==> src/rtl/matvec_sequencer_pkg.sv <==
// Shared definitions for the matrix-vector sequencer: FSM state encoding.
package matvec_sequencer_pkg;

  typedef enum logic [2:0] {
    IDLE      = 3'd0,
    START     = 3'd1,
    WAIT_BUSY = 3'd2,
    WAIT_DONE = 3'd3,
    WRITE     = 3'd4,
    FINISH    = 3'd5
  } state_t;

endpackage

==> src/rtl/matvec_sequencer_row_addr_gen.sv <==
// Row bookkeeping: row index counter, row base accumulator and flat
// matrix-memory address translation.
module row_addr_gen #(
  parameter int unsigned matrix_width      = 128,
  parameter int unsigned matrix_height     = 128,
  parameter int unsigned address_width     = 8,
  parameter int unsigned mem_address_width = 16,
  parameter int unsigned res_address_width = 8
) (
  input  logic                         CLK,
  input  logic                         RST,
  input  logic                         clear,
  input  logic                         advance,
  input  logic [address_width-1:0]     row_addr,
  output logic [mem_address_width-1:0] mem_addr_c,
  output logic [res_address_width-1:0] row_idx,
  output logic                         last_row_c
);

  localparam logic [mem_address_width-1:0] row_step = mem_address_width'(matrix_width);
  localparam logic [res_address_width-1:0] last_idx = res_address_width'(matrix_height - 1);

  logic [mem_address_width-1:0] row_base;

  // Base advances by one row width per row, so no multiplier is needed.
  always_ff @(posedge CLK) begin
    if (RST || clear) begin
      row_base <= '0;
      row_idx  <= '0;
    end else if (advance) begin
      row_base <= row_base + row_step;
      row_idx  <= row_idx + res_address_width'(1);
    end
  end

  assign mem_addr_c = row_base + mem_address_width'(row_addr);
  assign last_row_c = (row_idx == last_idx);

endmodule

==> src/rtl/matvec_sequencer.sv <==
// Matrix-vector multiply sequencer: launches the row engine once per row and
// writes each returned dot product into the result memory at the row index.
module matvec_sequencer
  import matvec_sequencer_pkg::*;
#(
  parameter int unsigned matrix_width      = 128,
  parameter int unsigned matrix_height     = 128,
  parameter int unsigned data_width        = 32,
  parameter int unsigned address_width     = 8,
  parameter int unsigned mem_address_width = 16,
  parameter int unsigned res_address_width = 8
) (
  input  logic                         CLK,
  input  logic                         RST,
  input  logic                         GO,
  output logic                         BUSY,
  output logic                         DONE,
  output logic                         ROW_ST,
  input  logic                         ROW_RD,
  input  logic [data_width-1:0]        ROW_DATA,
  input  logic [address_width-1:0]    ROW_ADDR,
  output logic [mem_address_width-1:0] MEM_ADDR,
  output logic                         RES_WR,
  output logic [res_address_width-1:0] RES_ADDR,
  output logic [data_width-1:0]        RES_DATA,
  output logic [res_address_width-1:0] ROW_IDX
);

  state_t state;
  state_t state_next;
  logic   clear;
  logic   advance;
  logic   capture;
  logic   last_row_c;
  logic [res_address_width-1:0] row_idx;

  row_addr_gen #(
    .matrix_width     (matrix_width),
    .matrix_height    (matrix_height),
    .address_width    (address_width),
    .mem_address_width(mem_address_width),
    .res_address_width(res_address_width)
  ) u_row_addr_gen (
    .CLK       (CLK),
    .RST       (RST),
    .clear     (clear),
    .advance   (advance),
    .row_addr  (ROW_ADDR),
    .mem_addr_c(MEM_ADDR),
    .row_idx   (row_idx),
    .last_row_c(last_row_c)
  );

  assign ROW_IDX = row_idx;

  always_ff @(posedge CLK) begin
    if (RST) state <= IDLE;
    else     state <= state_next;
  end

  // Next state plus per-state control strobes to the row bookkeeping.
  always_comb begin
    state_next = state;
    clear      = 1'b0;
    advance    = 1'b0;
    capture    = 1'b0;
    unique case (state)
      IDLE: begin
        if (GO) begin
          clear      = 1'b1;
          state_next = START;
        end
      end
      START: state_next = WAIT_BUSY;
      // Engine RD idles high; wait for it to drop before waiting for completion.
      WAIT_BUSY: begin
        if (!ROW_RD) state_next = WAIT_DONE;
      end
      WAIT_DONE: begin
        if (ROW_RD) begin
          capture    = 1'b1;
          state_next = WRITE;
        end
      end
      WRITE: begin
        if (last_row_c) begin
          state_next = FINISH;
        end else begin
          advance    = 1'b1;
          state_next = START;
        end
      end
      FINISH:  state_next = IDLE;
      default: state_next = IDLE;
    endcase
  end

  // Outputs are registered from the next state so each is high exactly in its state.
  always_ff @(posedge CLK) begin
    if (RST) begin
      BUSY     <= 1'b0;
      DONE     <= 1'b0;
      ROW_ST   <= 1'b0;
      RES_WR   <= 1'b0;
      RES_ADDR <= '0;
      RES_DATA <= '0;
    end else begin
      BUSY   <= (state_next != IDLE);
      DONE   <= (state_next == FINISH);
      ROW_ST <= (state_next == START);
      RES_WR <= (state_next == WRITE);
      if (capture) begin
        RES_DATA <= ROW_DATA;
        RES_ADDR <= row_idx;
      end
    end
  end

endmodule

==> config.mk <==
export PLATFORM = sky130hd
export DESIGN_NAME = matvec_sequencer
export DESIGN_NICKNAME = d
export VERILOG_FILES = /design/src/rtl/matvec_sequencer_pkg.sv /design/src/rtl/matvec_sequencer_row_addr_gen.sv /design/src/rtl/matvec_sequencer.sv
export SDC_FILE = /design/constraint.sdc
export NUM_CORES = 1
export LEC_CHECK = 0
export CAP_MARGIN = 20
export CORE_AREA = 2 2 86 88
export DETAILED_ROUTE_END_ITERATION = 8
export DIE_AREA = 0 0 88 90
export PLACE_DENSITY = 0.72
export SLEW_MARGIN = 20
export SYNTH_ARGS = -nofsm -noshare
export SYNTH_HDL_FRONTEND = slang
export SYNTH_SLANG_ARGS = --single-unit
==> constraint.sdc <==
create_clock -name CLK -period 2.7 [get_ports CLK]
set_input_delay 0.81 -clock CLK [delete_from_list [all_inputs] [get_ports CLK]]
set_output_delay 0.81 -clock CLK [all_outputs]
set_load 0.01 [all_outputs]
-- Word level (Yosys, flattened, before mapping)
Index checks and enable logic that the tools add are counted.
- add/sub/neg operators: 3
- eq/ne operators: 8
- multiplexer cells: 11
- reduce and logical (&&, ||, !) cells: 3
- operator list (kind ; count):
    16-bit by 8-bit adder with 16-bit output ; 1
    16-bit by 8-bit adder with 16-bit output, second input constant ; 1
    3-bit case mux with 5 select lines ; 1
    3-bit two-way mux ; 4
    3-bit == test, second input constant ; 3
    8-bit by 1-bit adder with 8-bit output, second input constant ; 1
    8-bit by 7-bit == test with 1-bit output, second input constant ; 1
    3-bit by 1-bit == test with 1-bit output, second input constant ; 2
    3-bit by 2-bit == test with 1-bit output, second input constant ; 2
    1-bit two-way mux ; 6
    3-bit zero test ; 1
    3-bit nonzero test ; 1
    1-bit logical OR ; 1
- flip-flop bits (word level): 71
- bits of input ports: 44
- output and inout bits: 68

-- Depth between registers and ports, before layout
Gate-level depths: netlist of run 1.
- depth after elaboration: 4
- depth in mapped cells: 6
- gate-level depth less buffers: 5

-- By module
From an unflattened synthesis of run 1, not the netlist that was laid out.
- cell total of the unflattened synthesis: 308
- area, all modules: 2582.5 µm²
- by module, submodules not included (module ; instances ; cells each ; area each (µm²) ; seq. area each (µm²)):
    matvec_sequencer ; 1 ; 203 ; 1651.6 ; 940.9
    row_addr_gen ; 1 ; 105 ; 930.9 ; 340.3

-- Worst setup path before layout of run 1
No wires, ideal clock.
- path kind: input-to-output
- start point: input port ROW_ADDR[7]
- end point: output port MEM_ADDR[15]
- arrival: 1547 ps
- required time: 1890 ps
- slack: 343 ps
- cell stages on the path: 4
- path buffers: 0
- path through: ha_1 ha_1 nand3_1 xnor2_1
- cells in the longest elaborated chain, start to end: 1
- ends and longest elaborated chain (what ; RTL line ; text):
    start, declared ; matvec_sequencer.sv:21 ; input logic [address_width-1:0] ROW_ADDR,
    16-bit by 8-bit adder with 16-bit output ; matvec_sequencer_row_addr_gen.sv:36 ; assign mem_addr_c = row_base + mem_address_width'(row_addr);
    end, declared ; matvec_sequencer.sv:22 ; output logic [mem_address_width-1:0] MEM_ADDR,
No other way between the ends.

-- Worst setup path in the final report of run 1
- start point: input port ROW_ADDR[7]
- end point: output port MEM_ADDR[9]
The elaborated chain is that of the path after synthesis.

==> results_dict.tcl, run 1 <==
set metrics [dict create \
    cp_top_family "buffers and inverters" \
    design.portCount 112 \
    relSlewSlack_pct 48.8 \
    clkLatencyLatePin_ns 0.33 \
    initialDrtViolationCount 63 \
    fin_nets 455 \
    die_w_um 88 \
    clock.fmax_mhz 379 \
    synthToLayoutAreaGrowth_pct 47.0 \
    cap_violations 0 \
    end_kind "primary output" \
    ys_top_cells_by_count "nand2_1, dfxtp_1, a21oi_1" \
    critical_path.max_fanout 4 \
    min_period_ns 2.64 \
    postSynthCellCount 319 \
    cts_max_path_buffers 2 \
    grt.overflow.total 0 \
    grt_max_degree 41 \
    final_cell_area_um2 3870 \
    slew_violations 0 \
    synth_top_area_cell "dfxtp_1" \
    worstPathCellList "dlygate4sd2_1, ha_2, ha_4, xor2_1, clkdlybuf4s15_1" \
    slowest_stage "clkdlybuf4s15_1" \
    cts.sinks 64 \
    die_h_um 90 \
    startpoint "ROW_ADDR[7]" \
    crit_required_ns 1.89 \
    synth_cell_types 39 \
    crit_buf_inv 2 \
    synth_top_area_share_pct 48.7 \
    dp_slack_ns -0.649 \
    r2r_slack_ns 0.75 \
    die_area_um2 7920 \
    fin_ws_ns 0.0581 \
    drc 0 \
    finalSetupTns_ns 0 \
    row_count 31 \
    htreeDepth 3 \
    path_clk_slew_ns 0.08 \
    io_buffers 97 \
    drive_gt1_share_pct 9.95 \
    diodes 0 \
    rsz0062_at_grt "no" \
    worstSetupPathType "primary input to primary output" \
    setup_viol 0 \
    antenna_found_initial 0 \
    wire_per_inst_um 12.7 \
    clock_skew_ns 0.00908 \
    grt_usage_pct 16.8 \
    timing.rr.start "state[2]" \
    syn_area_um2 2630 \
    hold_violations 0 \
    finalCritPeriodShare_pct 97.8 \
    cts_tree "yes" \
    synth.most_common_cell "nand2_1" \
    postSynthAreaPerCell_um2 8.25 \
    multi_input_area_um2 1210 \
    arrival_ns 1.83 \
    synth.area.top_cells "dfxtp_1, nand2_1, a21oi_1, xor2_1, clkbuf_1" \
    worst_slew_pin_slew_ns 0.768 \
    core_um2 7020 \
    routed_wl_um 6510 \
    syn_nets 367 \
    grt_pass1_vias 2307 \
    ant_nets 0 \
    p_per_area_nw_per_um2 521 \
    synth-main-ff-cell "dfxtp_1" \
    vdd_drop_max_mv 0.221 \
    place_inst 495 \
    hold_ws_ns 0.453 \
    gp_routability_congestion 0.774 \
    async_reset_ff_share_pct 0 \
    status "finished, final reports clean" \
    ff_latch_area_um2 1280 \
    ys_ff_latch 64 \
    ys.warnings.count 0 \
    routed_via_density 4.77 \
    placed_area_um2 3650 \
    num_vias 2435 \
    grt_pass1_wl_um 10600 \
    synth_edf_count 0 \
    cp-start-kind "primary input" \
    hp-start "RES_DATA[23]" \
    nFillCells 662 \
    cts_made_buffers 9 \
    hpwlAfterDp_um 4490 \
    final-instance-count-excl-fill 511 \
    leakagePower_nw 1.36 \
    yosysSeqAreaShare_pct 48.7 \
    max_stage_delay_ns 0.26 \
    root_buffer "clkbuf_8" \
    hp-class "flip-flop to flip-flop" \
    initial_core_util_pct 37.5 \
    dr.pass1.iters 4 \
]
through the flow:
| step | power [mW] | utilization [%] |
|---|---|---|
| 2_1_floorplan | 1.04 | - |
| 3_3_place_gp | 1.11 | 52.0 |
| 3_5_place_dp | 1.11 | 52.0 |
| 4_1_cts | 2.05 | 55.1 |
| 5_1_grt | 2.10 | 55.1 |
| 6_report | 2.01 | 55.1 |
worst paths after layout:
kind	endpoint	depth (start not counted)
worst min-delay path	RES_DATA[23]	2
worst max-delay path	MEM_ADDR[9]	5
worst max register to register	u_row_addr_gen.row_base[14]	5
worst min register to register	RES_DATA[23]	2
state kept, by name, summed over array words and instances, names as in the netlist:
register	flops
state	3
RES_DATA	32
RES_WR	1
ROW_ST	1
BUSY	1
u_row_addr_gen.row_idx	8
DONE	1
RES_ADDR	8
u_row_addr_gen.row_base	9
cells by family after synthesis:
logic type,after synthesis,share of synthesized area [%]
XOR/XNOR,18,5.99
adder cells (fa/ha/maj),4,1.90
AND/OR/NAND/NOR,135,22.9
buffers and inverters,33,6.18
flip-flops,64,48.7
AO/OA/AOI/OAI,63,13.6
multiplexers,2,0.761
report_power, final:
group	leakage (nW)	switching [mW]	internal, mW
Sequential	0.517	0.00721	0.955
Combinational	0.735	0.0518	0.0714
Clock	0.109	0.382	0.548
worst register-to-register path: cells and delay by family, from the launching register on:
| kind | cells | cell delay [ns] |
|---|---|---|
| compound gates | 2 | 0.38 |
| buf+inv | 1 | 0.25 |
| flops | 1 | 0.51 |
| simple gates | 2 | 0.75 |
layout by cell type (no fill, tap or decap), types with 5 or more instances in the layout:
| cell type | count |
|---|---|
| nand2_1 | 86 |
| clkdlybuf4s50_1 | 86 |
| dfxtp_1 | 64 |
| a21oi_1 | 46 |
| nor2_1 | 18 |
| xor2_1 | 11 |
| clkbuf_8 | 10 |
| buf_4 | 10 |
| xnor2_1 | 7 |
| buf_2 | 7 |
| o211ai_1 | 6 |
| and3_1 | 5 |
final cells by class:
cell class                 count  area share (%)
sequential                    64            33.1
tap                           99            3.20
timing repair buffer         107            26.0
clock inverter                 6            2.39
clock buffer                  10            3.56
inverter                       3           0.291
multi-input combinational    222            31.4
what timing repair did:
item,4_1_cts,5_1_grt
resized for setup,33,0
hold endpoints to repair,0,0
buffers inserted,0,0
hold buffers,0,0
setup endpoints to repair,9,0
per-layer routing:
| layer | vias up | wire length, um | global-route usage, % |
|---|---|---|---|
| li1 | 1233 | - | - |
| met1 | 1118 | 2830 | 20.6 |
| met2 | 74 | 3170 | 27.4 |
| met3 | 10 | 426 | 4.78 |
| met4 | 0 | 89 | 6.92 |
| met5 | - | 0 | 0 |
(Power assumes the default switching activity.)
==> run 2, diff against run 1 <==
--- a/config.mk
+++ b/config.mk
@@ -10,6 +10,7 @@
 export DETAILED_ROUTE_END_ITERATION = 8
 export DIE_AREA = 0 0 88 90
 export PLACE_DENSITY = 0.72
+export SKIP_LAST_GASP = 1
 export SLEW_MARGIN = 20
 export SYNTH_ARGS = -nofsm -noshare
 export SYNTH_HDL_FRONTEND = slang
==> results of run 2 <==
Same layout as run 1: the final DEF is identical, and so are final timing and power.
==> run 3, diff against run 2 <==
--- a/config.mk
+++ b/config.mk
@@ -6,10 +6,10 @@
 export NUM_CORES = 1
 export LEC_CHECK = 0
 export CAP_MARGIN = 20
-export CORE_AREA = 2 2 86 88
+export CORE_AREA = 2 2 80 82
 export DETAILED_ROUTE_END_ITERATION = 8
-export DIE_AREA = 0 0 88 90
-export PLACE_DENSITY = 0.72
+export DIE_AREA = 0 0 82 84
+export PLACE_DENSITY = 0.81
 export SKIP_LAST_GASP = 1
 export SLEW_MARGIN = 20
 export SYNTH_ARGS = -nofsm -noshare
==> run 3 against run 2 <==
Against the previous run:
- register-to-register slack lost 0.05 ns
- clock-buffer cell count is 3 higher
- largest power group unchanged
- die area down 13%
==> results_dict.tcl, run 3 (synthesis gave the netlist of run 1 again) <==
set metrics [dict create \
    layout_common_cells "nand2_1, clkdlybuf4s50_1, dfxtp_1" \
    top_regs "RES_DATA: 32 flops, u_row_addr_gen.row_base: 9 flops" \
    core_um2 6100 \
    largest_reg_flops 32 \
    r2r_slack_ns 0.70 \
    dr.pass1.iters 4 \
    drive_gt1_share_pct 9.44 \
    synthToLayoutAreaGrowth_pct 45.9 \
    root_buffer "clkbuf_8" \
    cts_tree "yes" \
    max_stage_delay_ns 0.23 \
    die_w_um 82 \
    grt_pass1_vias 2368 \
    routed_wl_um 6360 \
    io_buffers 97 \
    drc 0 \
    cts.sinks 64 \
    die_area_um2 6890 \
    gp_routability_congestion 0.757 \
    wire_per_inst_um 13.0 \
    fin_nets 456 \
    timing.rr.start "state[2]" \
    slew_violations 0 \
    hp-class "flip-flop to flip-flop" \
    hpwlAfterDp_um 4450 \
    cp_top_family "buffers and inverters" \
    num_vias 2474 \
    cap_violations 0 \
    diodes 0 \
    min_period_ns 2.64 \
    cts_hold_buf 0 \
    clock.fmax_mhz 379 \
    grt_max_degree 41 \
    hp-start "RES_ADDR[0]" \
    fin_ws_ns 0.0624 \
    grt_pass1_wl_um 10200 \
    crit_buf_inv 2 \
    grt_usage_pct 18.9 \
    vdd_drop_max_mv 0.283 \
    end_kind "primary output" \
    cts_made_buffers 9 \
    crit_required_ns 1.89 \
    nFillCells 521 \
    initial_core_util_pct 43.2 \
    row_count 29 \
    clkLatencyLatePin_ns 0.33 \
    hold_violations 0 \
    arrival_ns 1.83 \
    routed_via_density 5.05 \
    path_clk_slew_ns 0.06 \
    status "finished, final reports clean" \
    htreeDepth 3 \
    worstPathCellList "dlygate4sd2_1, ha_2, ha_4, nand2_1, xnor2_1, clkdlybuf4s15_2" \
    worstSetupPathType "primary input to primary output" \
    leakagePower_nw 1.36 \
    p_per_area_nw_per_um2 513 \
    slowest_stage "dlygate4sd2_1" \
    cp-start-kind "primary input" \
    startpoint "ROW_ADDR[7]" \
    finalCritPeriodShare_pct 97.7 \
    die_h_um 84 \
    final_cell_area_um2 3840 \
    initialDrtViolationCount 84 \
    ant_nets 0 \
    clock_skew_ns 0.00940 \
    fin_util_pct 63.0 \
    relSlewSlack_pct 50.5 \
    cts_max_path_buffers 2 \
    largest-register "RES_DATA" \
    worst_slew_pin_slew_ns 0.743 \
    rsz0062_at_grt "no" \
    grt.overflow.total 0 \
    dp_slack_ns -0.609 \
    placed_area_um2 3630 \
    setup_viol 0 \
    antenna_found_initial 0 \
    critical_path.max_fanout 4 \
    design.portCount 112 \
]
-- run 3: layer usage --
layer  vias to the layer above  share of wire, %  global-route usage, %
met5                         -                 0                      0
met4                         0               1.1                   8.33
met3                         8               6.1                   4.11
met2                        83                49                   32.3
met1                      1147                44                   22.1
li1                       1236                 -                      -
-- run 3: what timing repair did --
item,CTS,global route
setup buffers,0,0
gates resized for setup,32,0
pin swaps,4,1
endpoints found under the setup margin,9,1
-- run 3: power breakdown --
group / internal, mW / leakage (nW) / switching [mW] / total, mW
sequential: 0.955 / 0.517 / 0.00774 / 0.963
clock: 0.545 / 0.108 / 0.339 / 0.884
combinational: 0.0714 / 0.739 / 0.0512 / 0.123
-- run 3: path summary, 6_finish.rpt --
kind | cells after the start | endpoint
setup / recovery | 6 | MEM_ADDR[11]
hold / removal | 2 | RES_ADDR[0]
setup reg to reg | 5 | u_row_addr_gen.row_base[14]
hold reg to reg | 2 | RES_ADDR[0]
-- run 3: layout make-up --
cell class                 count  area (um2)  share of cell area, %
inverter                       3        11.3                  0.293
clock buffer                  13         149                   3.88
timing repair buffer         108        1020                   26.6
tap                           77        96.3                   2.51
sequential                    64        1280                   33.4
multi-input combinational    222        1210                   31.6
clock inverter                 3        65.1                   1.69
-- run 3: metrics by stage --
step | hold WS [ns] | total power [mW] | cells | TNS [ns]
after global routing | 0.469 | 2.05 | 490 | 0
after global placement | 0.442 | 1.11 | 474 | -3.86
final | 0.452 | 1.97 | 490 | 0
after detailed placement | 0.446 | 1.11 | 474 | -4.12
after CTS | 0.455 | 2.00 | 490 | 0
after floorplan | 0.473 | 1.04 | 319 | 0
-- run 3: worst min-delay path: cells and delay by family (launching register included) --
family             cells  cell delay [ns]
AOI/OAI and AO/OA      1             0.05
and+or+nand+nor        1             0.05
DFF                    1             0.31
